$ cat src/rtl/reset_sequencer.sv
// Reset sequencer: releases NUM_STAGES active-low reset domains in order after a hold time,
// re-running the sequence on software, watchdog or external resets and recording the cause.
module reset_sequencer #(
    parameter int unsigned NUM_STAGES  = 4,
    parameter int unsigned HOLD_CYCLES = 16,
    parameter int unsigned STAGE_GAP   = 8
) (
    input  logic                  clk,
    input  logic                  rst_async,
    input  logic                  rst_sync_n,
    input  logic                  sw_rst_req,
    input  logic                  wdt_expire,
    output logic [NUM_STAGES-1:0] rst_stage_n,
    output logic                  seq_done,
    output logic [1:0]            rst_cause,
    output logic [7:0]            rst_count
);

    localparam int unsigned MAX_CNT = (HOLD_CYCLES > STAGE_GAP) ? HOLD_CYCLES : STAGE_GAP;
    localparam int unsigned CW      = $clog2(MAX_CNT) + 1;
    localparam int unsigned IW      = $clog2(NUM_STAGES + 1);

    localparam logic [CW-1:0] HOLD_LAST = CW'(HOLD_CYCLES - 1);
    localparam logic [CW-1:0] GAP_LAST  = CW'(STAGE_GAP - 1);
    localparam logic [IW-1:0] LAST_IDX  = IW'(NUM_STAGES - 1);

    typedef enum logic [1:0] {ASSERT, HOLD, RELEASE, DONE} state_t;

    state_t                  state;
    logic [CW-1:0]           cnt;
    logic [IW-1:0]           idx;
    logic                    abort;
    logic [1:0]              abort_cause;
    logic [NUM_STAGES-1:0]   next_stage;

    always_comb begin
        abort       = !rst_sync_n || wdt_expire || sw_rst_req;
        abort_cause = !rst_sync_n ? 2'b11 : (wdt_expire ? 2'b10 : 2'b01);
        // Shifting a one in keeps the stage vector a thermometer code by construction.
        next_stage  = (rst_stage_n << 1) | NUM_STAGES'(1);
    end

    always_ff @(posedge clk or negedge rst_async) begin
        if (!rst_async) begin
            state       <= ASSERT;
            rst_stage_n <= '0;
            seq_done    <= 1'b0;
            rst_cause   <= 2'b00;
            rst_count   <= '0;
            cnt         <= '0;
            idx         <= '0;
        end else if (state == ASSERT) begin
            rst_stage_n <= '0;
            seq_done    <= 1'b0;
            cnt         <= '0;
            idx         <= '0;
            if (!abort) begin
                state <= HOLD;
            end
        end else if (abort) begin
            state       <= ASSERT;
            rst_stage_n <= '0;
            seq_done    <= 1'b0;
            cnt         <= '0;
            idx         <= '0;
            rst_cause   <= abort_cause;
            if (rst_count != 8'hFF) begin
                rst_count <= rst_count + 8'd1;
            end
        end else begin
            case (state)
                HOLD: begin
                    if (cnt == HOLD_LAST) begin
                        rst_stage_n <= next_stage;
                        cnt         <= '0;
                        idx         <= IW'(1);
                        if (NUM_STAGES == 1) begin
                            state    <= DONE;
                            seq_done <= 1'b1;
                        end else begin
                            state <= RELEASE;
                        end
                    end else begin
                        cnt <= cnt + CW'(1);
                    end
                end
                RELEASE: begin
                    if (cnt == GAP_LAST) begin
                        rst_stage_n <= next_stage;
                        cnt         <= '0;
                        idx         <= idx + IW'(1);
                        if (idx == LAST_IDX) begin
                            state    <= DONE;
                            seq_done <= 1'b1;
                        end
                    end else begin
                        cnt <= cnt + CW'(1);
                    end
                end
                default: begin
                end
            endcase
        end
    end

endmodule

$ cat config.mk
export PLATFORM = sky130hd
export DESIGN_NAME = reset_sequencer
export DESIGN_NICKNAME = d
export VERILOG_FILES = /design/src/rtl/reset_sequencer.sv
export SDC_FILE = /design/constraint.sdc
export NUM_CORES = 1
export LEC_CHECK = 0
export BUFFER_PORTS_ARGS = -buffer_cell sky130_fd_sc_hd__clkbuf_2
export CELL_PAD_IN_SITES_DETAIL_PLACEMENT = 1
export CELL_PAD_IN_SITES_GLOBAL_PLACEMENT = 2
export CORE_MARGIN = 1
export CORE_UTILIZATION = 41
export CTS_BUF_LIST = sky130_fd_sc_hd__clkbuf_4 sky130_fd_sc_hd__clkbuf_8
export DETAILED_ROUTE_END_ITERATION = 16
export GPL_ROUTABILITY_DRIVEN = 0
export HOLD_SLACK_MARGIN = 0.06
export PLACE_DENSITY = 0.95
export SLEW_MARGIN = 20
export SYNTH_ARGS = -nofsm -noshare
export SYNTH_HDL_FRONTEND = slang
export SYNTH_SLANG_ARGS = --single-unit
$ cat constraint.sdc
create_clock -name clk -period 4.9 [get_ports clk]
set_input_delay 0.735 -clock clk [delete_from_list [all_inputs] [get_ports clk]]
set_output_delay 0.735 -clock clk [all_outputs]
set_load 0.005 [all_outputs]
=== After elaboration in Yosys (flattened, before gate mapping) ===
Cells that the tools add are included.

* Add/subtract/negate cells: 3
* Eq/ne operators: 10
* Mux-type cells: 29
* Bitwise logic cells: 1
* Reductions and logical operators: 13

{| class="wikitable"
|+ Operators by type and width
! cell !! number
|-
| 2-to-1 mux 5 bit || 4
|-
| 2-to-1 mux 2 bit || 8
|-
| 2-to-1 mux 4 bit || 4
|-
| 2-to-1 mux 3 bit || 4
|-
| inequality test 4 bit, second input constant || 3
|-
| case mux 5 bit (2 select lines) || 1
|-
| AND reduction 3 bit || 3
|-
| nonzero test 3 bit || 3
|-
| adder 8 x 1 -> 8 bit, second input constant || 1
|-
| inequality test 8 bit, second input constant || 1
|-
| case mux 4 bit (2 select lines) || 1
|-
| case mux 3 bit (2 select lines) || 1
|-
| adder 5 x 1 -> 5 bit, second input constant || 1
|-
| equality test 5 x 3 -> 1 bit, second input constant || 1
|-
| equality test 5 x 4 -> 1 bit, second input constant || 1
|-
| 2-to-1 mux 1 bit || 5
|-
| AND reduction 5 bit || 1
|-
| case mux 2 bit (2 select lines) || 1
|-
| nonzero test 4 bit || 1
|-
| adder 3 x 1 -> 3 bit, second input constant || 1
|-
| equality test 3 x 2 -> 1 bit, second input constant || 1
|-
| equality test 2 x 1 -> 1 bit, second input constant || 1
|-
| equality test 2 bit, second input constant || 1
|-
| zero test 2 bit || 1
|-
| 5 further kinds || 6
|}

* Flip-flop bits (word level): 25
* Input bits: 5
* Output and inout port bits: 15

=== Depth between registers and ports, before layout ===
* Depth after elaboration: 6
* Depth in mapped cells: 8
* Depth with buffers taken out: 8

=== Worst setup path after synthesis ===
Ideal clock, no wire load.

* Kind: reg2reg
* From: register state[0]
* To: register idx[2]
* Library setup time: 0.078 ns
* Arrival time: 1.995 ns
* Required time: 4.822 ns
* Slack: 2.827 ns
* Cell stages (with the launch flop): 9
* Buffers on the path: 2
* Clock period less this slack: 2.073 ns
* Cell sequence: dfrtp_1 inv_1 ha_1 buf_6 or4b_4 buf_6 a2111oi_4 nand2_1 o2bb2ai_1

* Word-level cells in the longest chain between the ends: 4
* Elaborated cells on any way between the ends: 10
* Classes of those cells: 4 x eq/ne; 3 x mux; 3 x reduce/logical

{| class="wikitable"
|+ Ends and longest elaborated chain
! item !! RTL line !! source
|-
| start, declared || 29 || <nowiki>state_t state;</nowiki>
|-
| start signal, assigned || 45 || <nowiki>state <= ASSERT;</nowiki>
|-
| start signal, assigned || 58 || <nowiki>state <= HOLD;</nowiki>
|-
| start signal, assigned || 61 || <nowiki>state <= ASSERT;</nowiki>
|-
| equality test 2 bit or equality test 2 x 1 -> 1 bit (tied branches) || 71 || <nowiki>case (state)</nowiki>
|-
| case mux 3 bit (2 select lines) || 71 ||
|-
| 2-to-1 mux 3 bit || 60 || <nowiki>end else if (abort) begin</nowiki>
|-
| 2-to-1 mux 3 bit || 52 || <nowiki>end else if (state == ASSERT) begin</nowiki>
|-
| end signal, assigned || 91 || <nowiki>idx <= idx + IW'(1);</nowiki>
|-
| end, declared || 31 || <nowiki>logic [IW-1:0] idx;</nowiki>
|}

Parallel ways exist; a longest one is shown, timed or not.
A chain may end at the register's enable or synchronous reset.

=== Worst setup path after layout ===
* From: register state[0]
* To: register state[1]

* Word-level cells in the longest chain between the ends: 4
* Elaborated cells on any way between the ends: 12
* Classes of those cells: 6 x eq/ne; 3 x mux; 3 x reduce/logical

{| class="wikitable"
|+ Ends and longest elaborated chain
! item !! RTL line
|-
| equality test 2 bit or equality test 2 x 1 -> 1 bit (tied branches) || 71
|-
| case mux 2 bit (2 select lines) || 71
|-
| 2-to-1 mux 2 bit || 60
|-
| 2-to-1 mux 2 bit || 52
|}

Parallel ways exist; a longest one is shown, timed or not.

==> flow_metrics.tcl <==
set metrics [dict create \
    ys_ff_latch 25 \
    area_growth_pct 11.7 \
    maxSlewViolCount 0 \
    portBuffers 19 \
    dieHeight_um 58.5 \
    hold_violations 0 \
    crit_required_ns 5.17 \
    drt_iter0_drc 30 \
    rows 20 \
    diodes 0 \
    synth_top_cell_by_area "dfrtp_1" \
    cp_num_buf_inv 1 \
    most-common-layout-cells "dfrtp_1, clkbuf_2, ha_1, a21oi_1" \
    wl_per_cell_um 14.7 \
    tightest_slew_ns 0.617 \
    cts-root-buf "clkbuf_4" \
    setup_ws_ns 2.56 \
    cts_tree "built" \
    cts_buffer_depth 2 \
    relSlewSlack 0.588 \
    ir_drop_v 0.000253 \
    die_w_um 58.5 \
    die_area_um2 3420 \
    maxCapViolCount 0 \
    yosys_warnings 0 \
    async_flop_share 1.00 \
    ctsResizeCount 0 \
    cts_hold_buf 0 \
    cp_max_fo 9 \
    synth_edf_count 0 \
    syn_nets 132 \
    via_per_inst 5.28 \
    min_path_type "input pin to asynchronous set/reset pin" \
    grt_usage 0.185 \
    yosys.cell_types.count 36 \
    post-dp-hpwl_mm 2.00 \
    core_area_um2 3050 \
    crit_path_top_delay_cell "or4b_4" \
    final.min_clock_period_ns 2.34 \
    rr_endpoint "state[1]$_DFFE_PN0P_" \
    rr_worst_depth 6 \
    slowest_delay_ns 0.64 \
    r2r_start "state[0]$_DFFE_PN0P_" \
    fmax_ghz 0.427 \
    leakage_uw 0.000648 \
    r2r_slack_ns 2.56 \
    wirelength_mm 2.67 \
    outcome "finished clean" \
    fin_area_um2 1460 \
    num_vias 961 \
    syn_area_per_cell_um2 11.1 \
    antenna_found_initial 0 \
    crit_arrival_ns 2.61 \
    pre_cts_slack_ns 2.58 \
    insertion_delay_ns 0.33 \
    dr.pass1.iters 3 \
    grt_pass1_vias 1012 \
    synth_top_area_frac 0.478 \
    synthTopCellsByArea "dfrtp_1, ha_1, xnor2_1" \
    crit_chain "inv_1 -> ha_1 -> or4b_4 -> a2111oi_4 -> o21ai_0 -> o21ai_0" \
    ant_nets 0 \
    layout_commonest_cell "dfrtp_1" \
    num-nets-final 153 \
    crit_top_cell "o21ai_0" \
    ios 20 \
    h-tree-depth 1 \
    cts_num_sinks 25 \
    fin_setup_tns_ns 0 \
    rsz0062_at_grt "no" \
    finalCritPeriodShare 0.478 \
    synth_cells 118 \
    clock_skew_ns 0.0183 \
    setup_viol 0 \
    numCtsBuffers 3 \
    grt_overflow 0 \
    drc 0 \
    cp-start-kind "register" \
    grt_start_max_net_pins 26 \
    syn_area_um2 1310 \
    worstSetupPathType "register to register" \
    grt_pass1_wl_mm 4.80 \
    layout-drive-gt1-share 0.203 \
    start_util 0.429 \
    cts_setup_buffers 0 \
    placed_cell_area_um2 1430 \
    cp_top_family "compound AO/OA/AOI/OAI gates" \
    synth_seq_area_share 0.478 \
    ys.flop_type "dfrtp_1" \
    critPathCaptureType "register" \
    p_per_area_nw_per_um2 408 \
    clkTransAtPathRegs_ns 0.15 \
]
-- Yosys cell counts (3+ instances only) --
cell type and n:
dfrtp_1 25, ha_1 9, a21oi_1 8, inv_1 7
nand2_1 7, xnor2_1 7, a211oi_1 4, a22o_1 4
nand4_1 4, nor2_1 4, and3_1 3, nand3_1 3
nor2b_1 3, o21ai_0 3
-- state kept, by name, summed over array words and instances (netlist names) --
signal,cells
cnt,5
idx,3
rst_cause,2
rst_count,8
rst_stage_n,4
seq_done,1
state,2
-- where the power goes --
| group | internal, uW | leakage, uW | total (uW) | switching (uW) |
|---|---|---|---|---|
| Clock | 31.3 | 0.0000139 | 96.8 | 65.5 |
| Combinational | 92.6 | 0.000300 | 216 | 123 |
| Sequential | 243 | 0.000333 | 283 | 40.0 |
| Total | 367 | 0.000648 | 596 | 229 |
-- metal layers --
metal	wire length, um	vias up	global-route usage	share of wire
li1	-	470	-	-
met1	1220	472	0.235	0.45
met2	1350	14	0.319	0.51
met3	61	5	0.0198	0.023
met4	44	0	0.0816	0.016
met5	0	-	0	0
-- area by class of cell --
type                            count  area, um^2
Clock inverter                      1        7.51
Tap cell                           44        55.1
Clock buffer                        3        22.5
Sequential cell                    25         626
Inverter                            8        30.0
Multi-Input combinational cell     82         626
Fill cell                         362        1590
Timing Repair Buffer               19        95.1
-- cells by family (layout without fill, tap and decap cells) --
logic type	count (synthesis)	in the layout	synth area share
AND/OR/NAND/NOR	35	35	0.157
AO/OA/AOI/OAI	29	29	0.173
flip-flops	25	25	0.478
buffers and inverters	11	31	0.0440
adder cells (fa/ha/maj)	9	9	0.0860
XOR/XNOR	8	8	0.0535
multiplexers	1	1	0.00860
-- worst reg2reg max path: cells and delay by family (launching register included) --
| family | cells | cell delay (ns) |
|---|---|---|
| AOI/OAI and AO/OA | 3 | 0.81 |
| and+or+nand+nor | 1 | 0.64 |
| DFF | 1 | 0.44 |
| adders and majority gates | 1 | 0.32 |
| buffers and inverters | 1 | 0.09 |
-- metrics by stage --
step	power [uW]	std cells	utilization	hold slack [ns]
final	596	182	0.479	0.379
after global routing	638	182	0.479	0.409
after CTS	601	182	0.479	0.398
after detailed placement	503	178	0.469	0.478
after global placement	491	178	0.469	0.463
after floorplan	436	118	-	0.439
-- worst max path at each step --
stage | start | to | slack (ns) | depth (start not counted)
2_1_floorplan | state[0]$_DFFE_PN0P_ | idx[2]$_DFFE_PN0P_ | 2.83 | 8
3_3_place_gp | wdt_expire | state[1]$_DFFE_PN0P_ | 2.66 | 5
3_5_place_dp | wdt_expire | state[1]$_DFFE_PN0P_ | 2.58 | 5
4_1_cts | state[0]$_DFFE_PN0P_ | idx[2]$_DFFE_PN0P_ | 2.59 | 6
5_1_grt | state[0]$_DFFE_PN0P_ | state[1]$_DFFE_PN0P_ | 2.43 | 6
6_report | state[0]$_DFFE_PN0P_ | state[1]$_DFFE_PN0P_ | 2.56 | 6
Power figures use the tool's default switching activity.
